[src/rtl/v4_pulse_ctrl_pkg.sv]
// ---------------------------------------------------------------------------
// package_settings_v_4
//   Shared settings for the v4 pulse controller: sample width, FSM state
//   encoding, the result record pushed into the result FIFO, and the default
//   timing / depth constants used as parameter defaults by v4_pulse_ctrl.
//   The result record carries a timestamp field only when
//   V4_PULSE_CTRL_TIMESTAMP_EN is defined.
// ---------------------------------------------------------------------------
package package_settings_v_4;

  localparam int SIZE_FILTER_DATA = 16;

  localparam int V4_PC_SETTLE     = 8;
  localparam int V4_PC_HOLDOFF    = 16;
  localparam int V4_PC_FIFO_DEPTH = 4;

  typedef enum logic [2:0] {
    IDLE    = 3'd0,
    SETTLE  = 3'd1,
    ARMED   = 3'd2,
    PEAK    = 3'd3,
    HOLDOFF = 3'd4
  } v4_pc_state_t;

  // "time" is a reserved word, so the timestamp field is called tstamp.
  typedef struct packed {
    logic signed [SIZE_FILTER_DATA-1:0] amp;
`ifdef V4_PULSE_CTRL_TIMESTAMP_EN
    logic [31:0]                        tstamp;
`endif
  } v4_pc_result_t;

endpackage

[src/rtl/v4_pc_fifo.sv]
// ---------------------------------------------------------------------------
// v4_pc_fifo
//   Synchronous FIFO holding captured results. DEPTH must be a power of two
//   so the pointers wrap naturally. A write to a full FIFO is accepted only
//   when a read happens in the same cycle. rd_data shows the head entry and
//   reads as zero while empty.
// Ports
//   clk, reset      clock, asynchronous active-high reset
//   wr_en, wr_data  write request and data
//   rd_en           read (pop) request, ignored while empty
//   rd_data         head entry
//   full, empty     occupancy flags
//   count           number of stored entries
// ---------------------------------------------------------------------------
module v4_pc_fifo #(
  parameter int  DEPTH = 4,
  parameter type T     = logic [15:0]
) (
  input  logic                   clk,
  input  logic                   reset,
  input  logic                   wr_en,
  input  T                       wr_data,
  input  logic                   rd_en,
  output T                       rd_data,
  output logic                   full,
  output logic                   empty,
  output logic [$clog2(DEPTH):0] count
);

  localparam int AW = $clog2(DEPTH);

  T               mem [DEPTH];
  logic [AW-1:0]  wr_ptr;
  logic [AW-1:0]  rd_ptr;
  logic           do_wr;
  logic           do_rd;

  assign empty = (count == '0);
  assign full  = (count == (AW+1)'(DEPTH));
  assign do_rd = rd_en & ~empty;
  assign do_wr = wr_en & (~full | do_rd);

  always_ff @(posedge clk or posedge reset) begin
    if (reset) begin
      wr_ptr <= '0;
      rd_ptr <= '0;
      count  <= '0;
    end else begin
      if (do_wr) wr_ptr <= wr_ptr + 1'b1;
      if (do_rd) rd_ptr <= rd_ptr + 1'b1;
      case ({do_wr, do_rd})
        2'b10:   count <= count + 1'b1;
        2'b01:   count <= count - 1'b1;
        default: count <= count;
      endcase
    end
  end

  always_ff @(posedge clk) begin
    if (do_wr) mem[wr_ptr] <= wr_data;
  end

  // Gating on empty keeps the output at zero after reset without having to
  // clear the storage array.
  always_comb begin
    rd_data = '0;
    if (!empty) rd_data = mem[rd_ptr];
  end

endmodule

[src/rtl/v4_pulse_ctrl.sv]
// ---------------------------------------------------------------------------
// v4_pulse_ctrl
//   Peak-capture controller for a filter output stream. After enable it lets
//   the filter settle, arms on a threshold crossing, tracks the peak, queues
//   the peak amplitude into a result FIFO and then waits a holdoff period
//   before re-arming.
//
//   state   | meaning
//   --------+----------------------------------------------------
//   IDLE    | filter held cleared, waiting for enable
//   SETTLE  | filter running, crossings ignored for SETTLE_CYCLES
//   ARMED   | waiting for filt_data > threshold
//   PEAK    | tracking the maximum until the signal falls
//   HOLDOFF | dead time after a capture, crossings ignored
//
// Ports
//   clk, reset          clock, asynchronous active-high reset
//   enable              run request; dropping it returns to IDLE
//   threshold           signed trigger level
//   filt_data           signed filter sample, one per clk
//   filt_run            filter run/clear control (0 = cleared)
//   busy                state is not IDLE
//   res_valid/res_ready result handshake
//   res_amp             head result amplitude
//   res_time            head result timestamp (macro builds only)
//   ov f_cnt            dropped-result counter, saturating at 255
//
// Build option: V4_PULSE_CTRL_TIMESTAMP_EN adds a free-running 32-bit
// timestamp captured with every peak update and output on res_time.
// ---------------------------------------------------------------------------
module v4_pulse_ctrl
  import package_settings_v_4::*;
#(
  parameter int SETTLE_CYCLES  = V4_PC_SETTLE,
  parameter int HOLDOFF_CYCLES = V4_PC_HOLDOFF,
  parameter int FIFO_DEPTH     = V4_PC_FIFO_DEPTH
) (
  input  logic                               clk,
  input  logic                               reset,
  input  logic                               enable,
  input  logic signed [SIZE_FILTER_DATA-1:0] threshold,
  input  logic signed [SIZE_FILTER_DATA-1:0] filt_data,
  output logic                               filt_run,
  output logic                               busy,
  output logic                               res_valid,
  input  logic                               res_ready,
  output logic signed [SIZE_FILTER_DATA-1:0] res_amp,
`ifdef V4_PULSE_CTRL_TIMESTAMP_EN
  output logic [31:0]                        res_time,
`endif
  output logic [7:0]                         ovf_cnt
);

  v4_pc_state_t                       state;
  logic [15:0]                        cnt;
  logic signed [SIZE_FILTER_DATA-1:0] peak_max;
  logic                               push;
  logic                               pop;
  logic                               fifo_full;
  logic                               fifo_empty;
  logic [$clog2(FIFO_DEPTH):0]        fifo_count;
  logic                               unused_fifo_count;
  v4_pc_result_t                      push_data;
  v4_pc_result_t                      head;

`ifdef V4_PULSE_CTRL_TIMESTAMP_EN
  logic [31:0] ts_cnt;
  logic [31:0] peak_ts;

  always_ff @(posedge clk or posedge reset) begin
    if (reset) ts_cnt <= '0;
    else       ts_cnt <= ts_cnt + 32'd1;
  end
`endif

  // The falling sample in PEAK pushes on the same edge that enters HOLDOFF,
  // so res_valid rises in the first HOLDOFF cycle. A disable wins and drops
  // the in-progress peak.
  always_comb begin
    push = (state == PEAK) && enable && (filt_data < peak_max);
    pop  = res_valid && res_ready;
  end

  always_comb begin
    push_data     = '0;
    push_data.amp = peak_max;
`ifdef V4_PULSE_CTRL_TIMESTAMP_EN
    push_data.tstamp = peak_ts;
`endif
  end

  always_ff @(posedge clk or posedge reset) begin
    if (reset) begin
      state    <= IDLE;
      cnt      <= '0;
      peak_max <= '0;
      filt_run <= 1'b0;
      busy     <= 1'b0;
`ifdef V4_PULSE_CTRL_TIMESTAMP_EN
      peak_ts  <= '0;
`endif
    end else if (state != IDLE && !enable) begin
      state    <= IDLE;
      filt_run <= 1'b0;
      busy     <= 1'b0;
    end else begin
      case (state)
        IDLE: begin
          if (enable) begin
            state    <= SETTLE;
            cnt      <= 16'(SETTLE_CYCLES - 1);
            filt_run <= 1'b1;
            busy     <= 1'b1;
          end
        end
        SETTLE, HOLDOFF: begin
          if (cnt == '0) state <= ARMED;
          else           cnt   <= cnt - 16'd1;
        end
        ARMED: begin
          if (filt_data > threshold) begin
            state    <= PEAK;
            peak_max <= filt_data;
`ifdef V4_PULSE_CTRL_TIMESTAMP_EN
            peak_ts  <= ts_cnt;
`endif
          end
        end
        PEAK: begin
          if (filt_data > peak_max) begin
            peak_max <= filt_data;
`ifdef V4_PULSE_CTRL_TIMESTAMP_EN
            peak_ts  <= ts_cnt;
`endif
          end else if (filt_data < peak_max) begin
            state <= HOLDOFF;
            cnt   <= 16'(HOLDOFF_CYCLES - 1);
          end
        end
        default: begin
          state    <= IDLE;
          filt_run <= 1'b0;
          busy     <= 1'b0;
        end
      endcase
    end
  end

  // A pop in the same cycle frees a slot, so only push-without-pop on a full
  // FIFO counts as a drop.
  always_ff @(posedge clk or posedge reset) begin
    if (reset) begin
      ovf_cnt <= '0;
    end else if (push && fifo_full && !pop && ovf_cnt != 8'hFF) begin
      ovf_cnt <= ovf_cnt + 8'd1;
    end
  end

  v4_pc_fifo #(
    .DEPTH (FIFO_DEPTH),
    .T     (v4_pc_result_t)
  ) u_fifo (
    .clk     (clk),
    .reset   (reset),
    .wr_en   (push),
    .wr_data (push_data),
    .rd_en   (pop),
    .rd_data (head),
    .full    (fifo_full),
    .empty   (fifo_empty),
    .count   (fifo_count)
  );

  // Occupancy count is not needed by the controller itself.
  assign unused_fifo_count = ^fifo_count;

  assign res_valid = ~fifo_empty;
  assign res_amp   = head.amp;
`ifdef V4_PULSE_CTRL_TIMESTAMP_EN
  assign res_time  = head.tstamp;
`endif

endmodule

[config.mk]
export PLATFORM = sky130hd
export DESIGN_NAME = v4_pulse_ctrl
export DESIGN_NICKNAME = d
export VERILOG_FILES = /design/src/rtl/v4_pulse_ctrl_pkg.sv /design/src/rtl/v4_pc_fifo.sv /design/src/rtl/v4_pulse_ctrl.sv
export SDC_FILE = /design/constraint.sdc
export NUM_CORES = 1
export LEC_CHECK = 0
export CAP_MARGIN = 20
export CORE_MARGIN = 8
export CORE_UTILIZATION = 57
export CTS_CLUSTER_DIAMETER = 200
export DETAILED_ROUTE_END_ITERATION = 12
export PLACE_DENSITY = 0.8
export SETUP_SLACK_MARGIN = 0.15
export SLEW_MARGIN = 0
export SYNTH_ARGS = -nofsm -noshare
export SYNTH_HDL_FRONTEND = slang
export SYNTH_SLANG_ARGS = --single-unit
[constraint.sdc]
create_clock -name clk -period 3.5 [get_ports clk]
set_input_delay 1.05 -clock clk [delete_from_list [all_inputs] [get_ports clk]]
set_output_delay 1.05 -clock clk [all_outputs]
set_load 0.05 [all_outputs]
==> results.json <==
{
  "ys_types": 69,
  "die_x_um": 119,
  "rr_startpoint": "peak_max[12]",
  "switching_share_pct": 38.5,
  "wl_met1_um": 5590,
  "synthesis.nets": 551,
  "cp_max_fo": 2,
  "avgSynthCellArea_um2": 12.7,
  "grt_overflow": 0,
  "layout_common_cells": "64 x edfxtp_1, 60 x buf_4, 51 x dfrtp_1, 41 x inv_1, 34 x clkdlybuf4s50_1",
  "synth-edff-count": 64,
  "hold_path_class": "reg2reg",
  "numCtsBuffers": 17,
  "hold_buffers": 0,
  "tightest_slew_ps": 770,
  "cts_max_level": 4,
  "cp-end-kind": "flip-flop",
  "dpl-instance-area_um2": 7200,
  "cts_tree": "yes",
  "peakVddDrop_mv": 0.524,
  "r2r-end": "u_fifo.count[1]",
  "synthArstFlopShare_pct": 44.3,
  "cts_buffer_depth": 2,
  "dr.pass1.iters": 7,
  "final_area_um2": 7870,
  "grt_pass1_wl_um": 23700,
  "start_util_pct": 58.6,
  "placedCellCount": 708,
  "antenna_cells": 0,
  "status": "completed",
  "maxSlewHeadroom_pct": 48.7,
  "grt_setup_unrepaired": "true",
  "synth_ff_type": "edfxtp_1",
  "final_core_util_pct": 76.6,
  "critPathLaunch": "filt_data[0]",
  "grt_pass1_vias": 4635,
  "path_class": "in2reg",
  "hold_viol": 0,
  "clkTransAtPathRegs_ps": 60,
  "critPathLaunchType": "input port",
  "p_leak_nw": 3.29,
  "highest_layer": "met4",
  "wl_um": 14500,
  "cts_sinks": 115,
  "num-nets-final": 666,
  "clk_latency_ps": 510,
  "fin_skew_ps": 9.30,
  "ios": 63,
  "grtUsageTotal_pct": 21.2,
  "dr_total_vias": 4405,
  "clkPwrFrac_pct": 26.6,
  "syn_area_um2": 6030,
  "drc": 0,
  "fin_cells": 740,
  "viasPerCell": 5.95,
  "seq_area_frac_synth_pct": 53.1,
  "reg2regPathDepth": 12,
  "wl_met3_um": 887,
  "syn_inst": 476,
  "grt_max_degree": 52,
  "max_freq_mhz": 297,
  "critPathSlowestCell": "clkdlybuf4s50_1",
  "cpPeakStageDelay_ps": 520,
  "fp-row-count": 37,
  "cp_common_cell": "nand2b_1",
  "place_congestion": 0.847,
  "r2r_setup_slack_ps": 460,
  "power.switching_mw": 2.50,
  "yosysWarnings": 0,
  "mostFrequentLayoutCell": "edfxtp_1",
  "p_total_mw": 6.49,
  "setup_violations": 0,
  "area_delta_synth_final_pct": 30.6,
  "internal_power_mw": 3.99,
  "cp.arrival_ps": 3770,
  "antenna_found_initial": 0,
  "clock-root-buffer": "clkbuf_8",
  "crit_required_ps": 3910,
  "final.period_utilization_pct": 96.1,
  "crit_path_end": "u_fifo.count[1]",
  "power_density_nw_per_um2": 825,
  "path_cells": "clkdlybuf4s50_1 -> inv_1 -> ha_1 -> nand2b_1 -> a21oi_2 -> o21ai_2 -> a311o_2 -> nand2_4 -> nor2_4 -> fa_1 -> nand2b_1 -> a21oi_1 -> nor4_1",
  "wl_met2_um": 7610,
  "port_buffers": 62,
  "fp.coreArea_um2": 10300,
  "comb_power_share_pct": 39.7,
  "drt_iter0_drc": 251,
  "routedWlPerCell_um": 19.6,
  "synth-seq-cells": 115,
  "dieArea_um2": 14100,
  "final_layout_size_suffix_gt1_share_pct": 27.0,
  "maxCapViolations": 0,
  "dieHeight_um": 119,
  "fin_crit_ps": 3360,
  "antenna_left": 0,
  "hpwl_um": 9950,
  "holdPathStages": 1,
  "seqPwrFrac_pct": 33.7,
  "slew_viol_final": 0
}
==> registers in the layout, indices dropped and copies added, names as in the netlist <==
name / count
u_fifo.mem: 64
cnt: 16
peak_max: 16
ovf_cnt: 8
state: 3
u_fifo.count: 3
u_fifo.rd_ptr: 2
u_fifo.wr_ptr: 2
busy: 1
==> worst min-delay path by stage <==
stage / start / end / slack (ps)
5_1_grt: ovf_cnt[4] / ovf_cnt[4] / 510
2_1_floorplan: cnt[12] / cnt[12] / 470
6_report: ovf_cnt[4] / ovf_cnt[4] / 500
3_3_place_gp: ovf_cnt[4] / ovf_cnt[4] / 480
4_1_cts: ovf_cnt[4] / ovf_cnt[4] / 500
3_5_place_dp: ovf_cnt[4] / ovf_cnt[4] / 490
==> final cells by class <==
class / count / area, um^2
Timing Repair Buffer: 113 / 1030
Fill cell: 637 / 2410
Inverter: 42 / 158
Clock buffer: 18 / 418
Multi-Input combinational cell: 302 / 2720
Tap cell: 136 / 170
Sequential cell: 115 / 3200
Clock inverter: 14 / 179
==> cells by family (layout without fill, tap and decap cells) <==
family / after synthesis / count (layout) / share of synthesized area, %
simple gates: 142 / 142 / 13.1
xor+xnor: 12 / 12 / 1.74
fa+ha+maj: 39 / 39 / 8.22
compound gates: 72 / 72 / 9.14
flops: 115 / 115 / 53.1
mux: 37 / 37 / 10.5
buf+inv: 59 / 187 / 4.30
==> metrics by stage <==
stage	setup TNS (ps)	worst slack (ps)	hold WS, ps
2_1_floorplan	0	53.7	473
3_3_place_gp	-16780	-339	480
3_5_place_dp	-23420	-467	486
4_1_cts	0	166	497
5_1_grt	0	49.0	505
6_report	0	138	498
==> synth_stat cells, drive strengths merged, types with 4 or more instances <==
library cell	number	area [um^2]
nand2	32	120
mux2	18	240
inv	42	158
buf	7	63.8
nand2b	6	37.5
o21ai	9	48.8
o311ai	10	87.6
nand3b	4	30.0
a21oi	18	93.8
mux4	16	360
and2	18	115
nor2	19	71.3
nand4	9	62.6
edfxtp	64	1920
clkbuf	10	37.5
a21o	6	46.3
or2	4	25.0
and3	9	56.3
xnor2	11	96.3
ha	38	475
nor4	4	40.0
or3	4	25.0
nand3	15	75.1
nor3	6	30.0
dfrtp	51	1280
==> critical path: cells and delay by family <==
kind                       cells  cell delay, ps
AOI/OAI and AO/OA              4             750
adders and majority gates      2             700
and+or+nand+nor                5             680
buffers and inverters          2             600
==> power groups by stage <==
stage	Combinational, mW	Clock, mW	Sequential, mW
finish	2.57	1.73	2.19
global route	2.76	1.80	2.23
CTS	2.56	1.74	2.18
detailed placement	2.45	0	2.19
global placement	2.37	0	2.16
floorplan	1.82	0	2.02
==> per-layer routing <==
metal / vias to the layer above / GRT usage, %
met4: 0 / 9.33
met3: 37 / 4.25
met1: 2190 / 24.1
li1: 2011 / -
met2: 167 / 37.8
met5: - / 0
==> what timing repair did <==
| action | 4_1_cts | 5_1_grt |
|---|---|---|
| gates resized for setup | 22 | 1 |
| endpoints found under the setup margin | 8 | 7 |
| pin swaps | 9 | 1 |
| setup buffers | 0 | 0 |
| endpoints found under the hold margin | 0 | 0 |
No activity file was read; power rests on OpenSTA's default activity.
